==> src/rtl/pg_prefix_pipe_pkg.sv <==
// Shared types and helpers for the pipelined Kogge-Stone prefix adder.
//   levels_for  : number of prefix levels (and post-capture stages) for a width
//   gp_t        : generate/propagate bit pair
//   gp_combine  : black-cell equation, hi group absorbs the lower group
package pg_prefix_pipe_pkg;

  localparam int W_DEFAULT = 8;

  function automatic int levels_for(input int w);
    return $clog2(w);
  endfunction

  typedef struct packed {
    logic g;
    logic p;
  } gp_t;

  function automatic gp_t gp_combine(input gp_t hi, input gp_t lo);
    gp_t r;
    r.g = hi.g | (hi.p & lo.g);
    r.p = hi.p & lo.p;
    return r;
  endfunction

endpackage

==> src/rtl/pg_prefix_pipe_if.sv <==
// Handshake bundle between operand source, prefix pipe and result sink.
//   in_valid/in_ready  : g/p/c_in transfer into the pipe
//   g, p, c_in         : per-bit generate/propagate vectors and carry into bit 0
//   out_valid/out_ready: sum/c_out transfer out of the pipe
//   slave  : the pipe's view; master : the source/sink view
interface pg_prefix_pipe_if
  import pg_prefix_pipe_pkg::*;
#(
  parameter int W = W_DEFAULT
) ();

  logic         in_valid;
  logic         in_ready;
  logic [W-1:0] g;
  logic [W-1:0] p;
  logic         c_in;
  logic         out_valid;
  logic         out_ready;
  logic [W-1:0] sum;
  logic         c_out;

  modport slave (
    input  in_valid, g, p, c_in, out_ready,
    output in_ready, out_valid, sum, c_out
  );

  modport master (
    output in_valid, g, p, c_in, out_ready,
    input  in_ready, out_valid, sum, c_out
  );

endinterface

==> src/rtl/pg_prefix_pipe_cell.sv <==
// Kogge-Stone black cell, purely combinational.
//   gh, ph : generate/propagate of the higher group
//   gl, pl : generate/propagate of the lower group
//   g, p   : combined group generate/propagate
module pg_prefix_pipe_cell
  import pg_prefix_pipe_pkg::*;
(
  input  logic gh,
  input  logic ph,
  input  logic gl,
  input  logic pl,
  output logic g,
  output logic p
);

  gp_t hi, lo, r;

  assign hi = {gh, ph};
  assign lo = {gl, pl};
  assign r  = gp_combine(hi, lo);
  assign g  = r.g;
  assign p  = r.p;

endmodule

==> src/rtl/pg_prefix_pipe.sv <==
// Pipelined Kogge-Stone prefix carry network with sum stage.
// Stage 0 captures g/p (c_in folded into bit 0), then one prefix level per
// register stage; sum/c_out are decoded combinationally from the last stage.
//   clk, rst_n : rising-edge clock, asynchronous active-low reset
//   bus        : slave side of pg_prefix_pipe_if (valid/ready in, valid/ready out)
// A single enable (!out_valid | out_ready) advances or freezes every stage.
module pg_prefix_pipe
  import pg_prefix_pipe_pkg::*;
#(
  parameter int W = W_DEFAULT
) (
  input  logic           clk,
  input  logic           rst_n,
  pg_prefix_pipe_if.slave bus
);

  localparam int LEVELS = levels_for(W);

  logic         en;
  logic         vld_p    [0:LEVELS];
  logic [W-1:0] g_p      [0:LEVELS];
  logic [W-1:0] p_p      [0:LEVELS-1];
  logic [W-1:0] praw_p   [0:LEVELS];
  logic         cin_p    [0:LEVELS];

  assign en = !vld_p[LEVELS] | bus.out_ready;

  // ---- stage 0: capture, carry-in absorbed into bit-0 generate ----
  always_ff @(posedge clk or negedge rst_n) begin
    if (!rst_n) begin
      vld_p[0]  <= 1'b0;
      g_p[0]    <= '0;
      p_p[0]    <= '0;
      praw_p[0] <= '0;
      cin_p[0]  <= 1'b0;
    end else if (en) begin
      vld_p[0]  <= bus.in_valid;
      g_p[0]    <= {bus.g[W-1:1], bus.g[0] | (bus.p[0] & bus.c_in)};
      p_p[0]    <= bus.p;
      praw_p[0] <= bus.p;
      cin_p[0]  <= bus.c_in;
    end
  end

  for (genvar s = 1; s <= LEVELS; s++) begin : g_lvl
    localparam int D = 1 << (s - 1);

    logic [W-1:0] g_lvl;
    logic [W-1:0] p_lvl;

    for (genvar i = 0; i < W; i++) begin : g_bit
      if (i >= D) begin : g_black
        pg_prefix_pipe_cell u_cell (
          .gh (g_p[s-1][i]),
          .ph (p_p[s-1][i]),
          .gl (g_p[s-1][i-D]),
          .pl (p_p[s-1][i-D]),
          .g  (g_lvl[i]),
          .p  (p_lvl[i])
        );
      end else begin : g_pass
        assign g_lvl[i] = g_p[s-1][i];
        assign p_lvl[i] = p_p[s-1][i];
      end
    end

    // ---- stage s: register prefix level s ----
    always_ff @(posedge clk or negedge rst_n) begin
      if (!rst_n) begin
        vld_p[s]  <= 1'b0;
        g_p[s]    <= '0;
        praw_p[s] <= '0;
        cin_p[s]  <= 1'b0;
      end else if (en) begin
        vld_p[s]  <= vld_p[s-1];
        g_p[s]    <= g_lvl;
        praw_p[s] <= praw_p[s-1];
        cin_p[s]  <= cin_p[s-1];
      end
    end

    // Group propagate is only consumed by later levels; the last level drops it.
    if (s < LEVELS) begin : g_keep_p
      always_ff @(posedge clk or negedge rst_n) begin
        if (!rst_n)   p_p[s] <= '0;
        else if (en)  p_p[s] <= p_lvl;
      end
    end else begin : g_drop_p
      logic [W-1:0] unused_p;
      assign unused_p = p_lvl;
    end
  end

  // ---- output: carries from final group generates ----
  assign bus.in_ready  = en;
  assign bus.out_valid = vld_p[LEVELS];
  assign bus.sum       = praw_p[LEVELS] ^ {g_p[LEVELS][W-2:0], cin_p[LEVELS]};
  assign bus.c_out     = g_p[LEVELS][W-1];

endmodule

==> src/flat_wrapper.sv <==
// flat-port wrapper written by rule: the top's interface ports become plain ports
module pg_prefix_pipe_flat import pg_prefix_pipe_pkg::*;
#(
  parameter int W = W_DEFAULT
)
  (clk, rst_n, bus_in_valid, bus_g, bus_p, bus_c_in, bus_out_ready, bus_in_ready, bus_out_valid, bus_sum, bus_c_out);
  pg_prefix_pipe_if #(.W(W)) bus_i ();
  input  logic clk;
  input  logic rst_n;
  input wire logic [$bits(bus_i.in_valid)-1:0] bus_in_valid;
  input wire logic [$bits(bus_i.g)-1:0] bus_g;
  input wire logic [$bits(bus_i.p)-1:0] bus_p;
  input wire logic [$bits(bus_i.c_in)-1:0] bus_c_in;
  input wire logic [$bits(bus_i.out_ready)-1:0] bus_out_ready;
  output wire logic [$bits(bus_i.in_ready)-1:0] bus_in_ready;
  output wire logic [$bits(bus_i.out_valid)-1:0] bus_out_valid;
  output wire logic [$bits(bus_i.sum)-1:0] bus_sum;
  output wire logic [$bits(bus_i.c_out)-1:0] bus_c_out;
  assign bus_i.in_valid = bus_in_valid;
  assign bus_i.g = bus_g;
  assign bus_i.p = bus_p;
  assign bus_i.c_in = bus_c_in;
  assign bus_i.out_ready = bus_out_ready;
  assign bus_in_ready = bus_i.in_ready;
  assign bus_out_valid = bus_i.out_valid;
  assign bus_sum = bus_i.sum;
  assign bus_c_out = bus_i.c_out;
  pg_prefix_pipe #(.W(W)) u_core (.clk(clk), .rst_n(rst_n), .bus(bus_i));
endmodule
==> config.mk <==
export PLATFORM = sky130hd
export DESIGN_NAME = pg_prefix_pipe_flat
export DESIGN_NICKNAME = d
export VERILOG_FILES = /design/src/rtl/pg_prefix_pipe_pkg.sv /design/src/rtl/pg_prefix_pipe_if.sv /design/src/rtl/pg_prefix_pipe_cell.sv /design/src/rtl/pg_prefix_pipe.sv /design/src/flat_wrapper.sv
export SDC_FILE = /design/constraint.sdc
export NUM_CORES = 1
export LEC_CHECK = 0
export ABC_CLOCK_PERIOD_IN_PS = 1250
export CAP_MARGIN = 5
export CORE_ASPECT_RATIO = 2
export CORE_UTILIZATION = 45
export DETAILED_ROUTE_END_ITERATION = 8
export PLACE_DENSITY_LB_ADDON = 0.3
export SLEW_MARGIN = 20
export SYNTH_ARGS = -nofsm -noshare
export SYNTH_HDL_FRONTEND = slang
export SYNTH_SLANG_ARGS = --single-unit
==> constraint.sdc <==
create_clock -name clk -period 1.25 [get_ports clk]
set_input_delay 0.1875 -clock clk [delete_from_list [all_inputs] [get_ports clk]]
set_output_delay 0.1875 -clock clk [all_outputs]
set_load 0.05 [all_outputs]
==> results of run 1 <==
metal layers:
metal	GRT usage (%)	vias to the layer above	wire, um
li1	-	962	-
met1	21.9	1124	2760
met5	0	-	0
met2	30.9	52	3710
met3	4.35	16	201
met4	8.42	0	225
cell usage after synthesis:
cell type / count
a21oi_1: 18
buf_1: 2
buf_2: 2
buf_4: 1
buf_6: 5
clkbuf_1: 5
dfrtp_1: 82
inv_2: 1
mux2_2: 15
mux2_4: 38
nand2_1: 10
nand2b_1: 1
nand3b_1: 28
nor2b_2: 1
o21ai_0: 28
xor2_1: 8
layout make-up:
cell class,instances,area (sq um),area share (%)
clock buffers,12,246,5.34
clock inverters,1,5.00,0.108
inverters,1,8.76,0.190
multi-input cells,147,1410,30.6
flip-flops and latches,82,2050,44.5
well taps,92,115,2.49
repair buffers,57,776,16.8
power by group:
group	switching [W]	internal, W
Sequential	0.00100	0.00379
Combinational	0.00263	0.00337
Clock	0.000926	0.00136
per-stage QoR:
step                      cell area [sq um]  TNS [ns]  cells  total power (W)
after floorplan                        3540    -10.08    245          0.00792
after global placement                 4110    -18.77    366          0.00998
final                                  4620     -4.41    392           0.0131
after CTS                              4480     -4.45    388           0.0128
after global routing                   4620     -7.38    392           0.0137
after detailed placement               4110    -19.79    366           0.0101
worst register-to-register path: cells and delay by family (launching register included):
kind | cells | cell delay, ns
buf+inv | 2 | 0.35
mux | 1 | 0.36
simple gates | 1 | 0.19
flops | 1 | 0.36
how the worst max path moves through the flow:
stage,startpoint,end,slack [ns],depth (start not counted)
floorplan,u_core.bus.out_valid$_DFFE_PN0P_,u_core.g_p[28]$_DFFE_PN0P_,-0.19,5
global placement,bus_out_ready,u_core.g_p[3]$_DFFE_PN0P_,-0.29,4
detailed placement,bus_out_ready,u_core.g_lvl[2].p_lvl[0]$_DFFE_PN0P_,-0.31,4
CTS,u_core.bus.out_valid$_DFFE_PN0P_,bus_in_ready,-0.14,4
global route,u_core.bus.out_valid$_DFFE_PN0P_,bus_in_ready,-0.18,4
finish,u_core.bus.out_valid$_DFFE_PN0P_,bus_in_ready,-0.13,4
layout by cell type (no fill, tap or decap), types with 2 or more instances in the layout:
cell type and count:
xor2_2 8, o21ai_0 12, mux2_4 38, dfrtp_1 81, nand2_1 10, mux2_2 15
buf_4 14, clkdlybuf4s50_1 19, buf_6 2, a21oi_1 18, clkbuf_16 12, nand3b_1 28
o21ai_1 6, clkbuf_1 2, buf_12 17, o21ai_2 9
state kept, by name, summed over array words and instances, names as in the netlist:
signal                          count
u_core.bus.out_valid                1
u_core.praw_p                      30
u_core.cin_p                        4
u_core.g_lvl.g_drop_p.unused_p      1
u_core.vld_p                        3
u_core.g_lvl.p_lvl                  1
u_core.p_p                         10
u_core.g_p                         24
u_core.g_lvl.g_lvl                  7
u_core.bus.c_out                    1
timing repair:
item / CTS / global route
pin swaps: 3 / 3
setup buffers: 8 / 0
cloned: 1 / 4
hold buffers: 1 / 0
endpoints found under the setup margin: 60 / 79
gates resized for setup: 12 / 25
endpoints found under the hold margin: 63 / 0
kinds of logic after synthesis:
logic type	synth area share (%)
flops	59.3
compound gates	6.66
buf+inv	3.00
simple gates	7.60
xor+xnor	2.03
mux	21.4
==> impl_results.md, run 1 <==
* Yosys warning count at 0
* Clock period minus worst slack at between 1 and 1.5 ns
* Gate family responsible for the most delay along the worst path: flip-flops
* CTS clock-pin slew for the worst setup and hold paths at roughly 0.060 ns
* Setup repair after global routing missed its margin: yes
* Number of max-slew violations in the final report at 0
* Die X-Extent at ~64 um
* Highest attainable clock frequency at around 720 MHz
* Util after Layout at a little over three fifths
* I/O pin total at 32
* Synthesized cell area at about 3500 sq um
* Clock latency on the worst-skew pair at ~0.33 ns
* Slowest cell delay on critical path at roughly 0.36 ns
* Number of diodes added for antenna fixing at 0
* MaxCap Viol Count at 0
* TritonCTS Sinks at slightly above 80
* Most area-hungry cell type in the Yosys netlist: dfrtp_1
* Worst Path Arrival at around 1.2 ns
* Maximum count of clock buffers along a single path at 2
* Root Buffer Master: clkbuf_16
* Synthesis-to-layout area growth at 33.5%
* Final worst-path setup slack at -0.130 ns
* Cell types occupying the most area after synthesis: dfrtp_1, mux2_4, nand3b_1
* Total vias in the final route at approximately 2200
* Worst hold path class: input port to asynchronous set/reset pin
* Remaining number of nets flagged by the antenna check after routing at 0
* Mapped Avg Cell Area at 14.1 sq um
* Max Clock Skew at 0.00649 ns
* DPL Wire Length at 4160 um
* Setup slack of the worst register-to-register path at -0.13 ns
* Total iterations of the first detailed-routing run at 4
* Std-Cell Core Area at between 7000 and 8000 sq um
* Required time of the worst setup path at between 1 and 1.5 ns
* Max_slew headroom at about four fifths
* FF+latch count, synth at just over 80
* Crit-path cells: nor2b_4, inv_6, buf_12, buf_12
* FF-to-FF End: u_core.g_lvl[2].p_lvl[0]$_DFFE_PN0P_
* Endpoint type of the worst setup path: output port
* Post-synthesis instance total at roughly 250
* Maximum number of pins on one net before global-route repair at 42
* Initial core utilization at a little under half
* Final-layout fill cell count at 550
* Y dimension of the die at around 130 um
* H-tree depth at 3
* CTS tree: built
* Count of final setup violators at 63
* Detail-routed net length per standard cell at 17.6 um
* Leakage at ~2.1 nW
* Antenna violations before repair at 0
* Area share of the leading cell type in the synthesized netlist at 59.3%
* Element type at the critical path start: register
* Via/cell ratio at around 5.5
* Leftover overflow at the end of global routing at 0
* Worst Setup Slack post-DPL at -0.308 ns
* Ratio of cells with drive above 1 in the final layout at about 41%
* CP max stage cell: dfrtp_2
* Post-route DRC violation count at 0
* Maximum vdd drop at about 1.6 mV
* Vias in the first global route at ~2200
* Start-to-end type of the worst setup path: register to output port
* Final RePlAce weighted congestion at about 0.77
* Worst reg2reg path depth at 4
* Net count reported at finish at 319
* Cell area power density at 2830 nW/um^2
* Global-route usage over all layers at a little under a fifth
* Number of buffer and inverter instances along the worst setup path at 3
* Period utilization at 110%
* Violations in the final reports: negative setup slack
* Number of buffers created by CTS at 9
* Critical register-to-register path startpoint: u_core.bus.out_valid$_DFFE_PN0P_
* Final Hold Fails at 0
* Post-Route WL at roughly 7000 um
* First-pass GRT wire length at ~11000 um
* Worst path most repeated cell: buf_12
* Total Die Area at 8060 sq um
* Row Count at 44
* Number of port buffers at 31
* Post-route worst hold slack at roughly 0.26 ns
* Netlist cell types at 16
* Crit path max fanout at 3
* Post-synthesis sequential area ratio at roughly three fifths
* Number of DRC markers in iteration 0 at 58
* Actual transition at the worst max-transition pin at around 0.28 ns
* Net count after synthesis at between 200 and 300
* Run status: finished, violations left
Note: power is estimated with default switching activity, not from simulation.
==> inputs of run 2 (changes only) <==
- GPL_TIMING_DRIVEN: unset -> 0
==> run 2 against run 1 <==
  * The flow still finishes with violations (negative setup slack)
  * Power is 4.2% lower
  * Clock-buffer cell count grew 1
  * Via count is 2.5% lower
  * Critical endpoint unchanged
==> impl_results.md, run 2 (synthesized netlist as in run 1, its figures left out) <==
* Run status: finished, violations left
* Violations in the final reports: negative setup slack
* Most frequent standard cell in the layout excluding fill and tap cells: dfrtp_1
* Post-route DRC violation count at 0
* Endpoint type of the worst setup path: output port
* I/O pin total at 32
* Total iterations of the first detailed-routing run at 4
* Die X-Extent at about 64 um
* Crit path max fanout at 3
* Comb pwr share at roughly 43%
* Synthesis-to-layout area growth at 32.6%
* Clock latency on the worst-skew pair at about 0.34 ns
* Required time of the worst setup path at 1.06 ns
* Row Count at 44
* Vias in the first global route at between 2000 and 2500
* CTS clock-pin slew for the worst setup and hold paths at around 0.06 ns
* Worst Path Arrival at between 1 and 1.5 ns
* Crit-path cells: nor2b_4, inv_8, buf_12, buf_12
* DPL Wire Length at roughly 4600 um
* First-pass GRT wire length at about 12000 um
* Highest attainable clock frequency at around 700 MHz
* Number of DRC markers in iteration 0 at 69
* CTS tree: built
* Leftover overflow at the end of global routing at 0
* CP max stage cell: dfrtp_2
* Largest register FFs at 30
* Final-layout fill cell count at ~560
* Highest-count cells in the layout ignoring fill and taps: dfrtp_1, mux2_4, nand3b_1
* Max_slew headroom at 68.0%
* Period utilization at 115%
* Max Clock Skew at roughly 0.0074 ns
* Net switching power figure at around 0.0045 W
* Net count reported at finish at approximately 330
* Number of diodes added for antenna fixing at 0
* Leakage at around 2.1 nW
* Root Buffer Master: clkbuf_16
* Switching share of total power at between 30% and 40%
* Post-detailed-placement cell area at 3990 sq um
* Cell area power density at between 2000 and 3000 nW/um^2
* Element type at the critical path start: register
* Total Die Area at 8060 sq um
* MaxCap Viol Count at 0
* Actual transition at the worst max-transition pin at 0.482 ns
* Antenna violations before repair at 0
* Final worst-path setup slack at -0.192 ns
* Ratio of cells with drive above 1 in the final layout at between 40% and 50%
* Number of port buffers at 31
* Detail-routed net length per standard cell at approximately 18 um
* Count of final setup violators at between 80 and 90
* Std-Cell Core Area at 7320 sq um
* Registers with the most flip-flops: u_core.praw_p x30, u_core.g_p x24, u_core.p_p x10
* Worst reg2reg path depth at 5
* Largest reg by FF count: u_core.praw_p
* Sequential power share at a little under two fifths
* Levels on crit path at 4
* Remaining number of nets flagged by the antenna check after routing at 0
* Number of buffers created by CTS at 9
* Start-to-end type of the worst setup path: register to output port
* Post-Route WL at a little over 7000 um
* Met3 Wirelength at roughly 170 um
* Worst hold path class: input port to asynchronous set/reset pin
* Clock period minus worst slack at approximately 1.4 ns
* Maximum number of pins on one net before global-route repair at 60
* Via/cell ratio at 5.20
* Setup slack of the worst register-to-register path at -0.18 ns
* Internal portion of total power at between 0.008 and 0.009 W
* TritonCTS Sinks at 82
* Final RePlAce weighted congestion at 0.863
* Clock power share at 19.3%
* Initial core utilization at a little under half
* Routed wire length on met2 at 3940 um
* Number of buffer and inverter instances along the worst setup path at 3
* Uppermost layer routed: met4
* Gate family responsible for the most delay along the worst path: flip-flops
* Maximum vdd drop at approximately 1.5 mV
* Total vias in the final route at 2100
* Number of max-slew violations in the final report at 0
* Maximum count of clock buffers along a single path at 2
* Worst path most repeated cell: buf_12
* Final Hold Fails at 0
* Worst Setup Slack post-DPL at -0.859 ns
* Metal1 wirelength at 2870 um
* Slowest cell delay on critical path at approximately 0.36 ns
* H-tree depth at 3
* Setup repair after global routing missed its margin: yes
* Y dimension of the die at 126 um
* Post-route cell area at between 4000 and 5000 sq um
* Global-route usage over all layers at around a fifth
run 2: cell count changes in the layout (fill, tap and decap cells not counted), sizes merged:
cell         before  now
clkbuf           15   20
dlygate4sd2       0    1
bufbuf            1    0
clkinvlp          0    1
buf              33   39
run 2: layer usage:
layer	track usage (%)	vias up
met3	4.44	16
met5	0	-
met2	35.0	43
met4	9.09	0
li1	-	981
met1	22.5	1060
run 2: power by group through the flow:
stage	combinational, W	clock [W]	sequential [W]
finish	0.00534	0.00242	0.00478
global route	0.00568	0.00256	0.00490
CTS	0.00520	0.00246	0.00476
detailed placement	0.00449	0	0.00482
global placement	0.00442	0	0.00478
floorplan	0.00334	0	0.00458
run 2: area by class of cell:
| cell class | count | area [sq um] | share of cell area, % |
|---|---|---|---|
| well taps | 92 | 115 | 2.51 |
| clock buffers | 13 | 260 | 5.67 |
| flip-flops and latches | 82 | 2050 | 44.8 |
| repair buffers | 54 | 589 | 12.8 |
| plain buffers | 13 | 144 | 3.14 |
| multi-input cells | 147 | 1400 | 30.6 |
| inverters | 1 | 11.3 | 0.245 |
| clock inverters | 2 | 12.5 | 0.273 |
run 2: worst register-to-register path, stage by stage, from the launching register on:
cell	delay (ns)
dfrtp_2	0.36
nor2b_4	0.23
buf_4	0.15
buf_6	0.09
buf_8	0.13
mux2_2	0.34
run 2: path summary, 6_finish.rpt:
check	startpoint	to
setup reg to reg	u_core.bus.out_valid$_DFFE_PN0P_	u_core.praw_p[5]$_DFFE_PN0P_
setup / recovery	u_core.bus.out_valid$_DFFE_PN0P_	bus_in_ready
max in group asynchronous	rst_n	u_core.bus.out_valid$_DFFE_PN0P_
min in group clk	bus_g[1]	u_core.g_p[25]$_DFFE_PN0P_
hold / removal	rst_n	u_core.praw_p[5]$_DFFE_PN0P_
hold reg to reg	u_core.vld_p[1]$_DFFE_PN0P_	u_core.bus.out_valid$_DFFE_PN0P_
run 2: metrics by stage:
stage               hold WS (ns)  setup TNS, ns  instances  util, %  power [W]
detailed placement         0.113         -31.81        369     54.5    0.00931
global route               0.329         -10.61        404     62.6     0.0131
global placement           0.448        -263.96        368     54.2    0.00920
CTS                        0.310          -7.58        401     61.7     0.0124
finish                     0.306          -7.37        404     62.6     0.0125
floorplan                 -0.108         -10.08        245        -    0.00792
run 2: timing repair:
action | CTS | global route
gates resized for setup | 120 | 5
cloned | 2 | 2
endpoints found under the setup margin | 81 | 82
hold endpoints to repair | 23 | 0
buffers inserted | 16 | 2
hold buffers | 1 | 0
pin swaps | 10 | 6
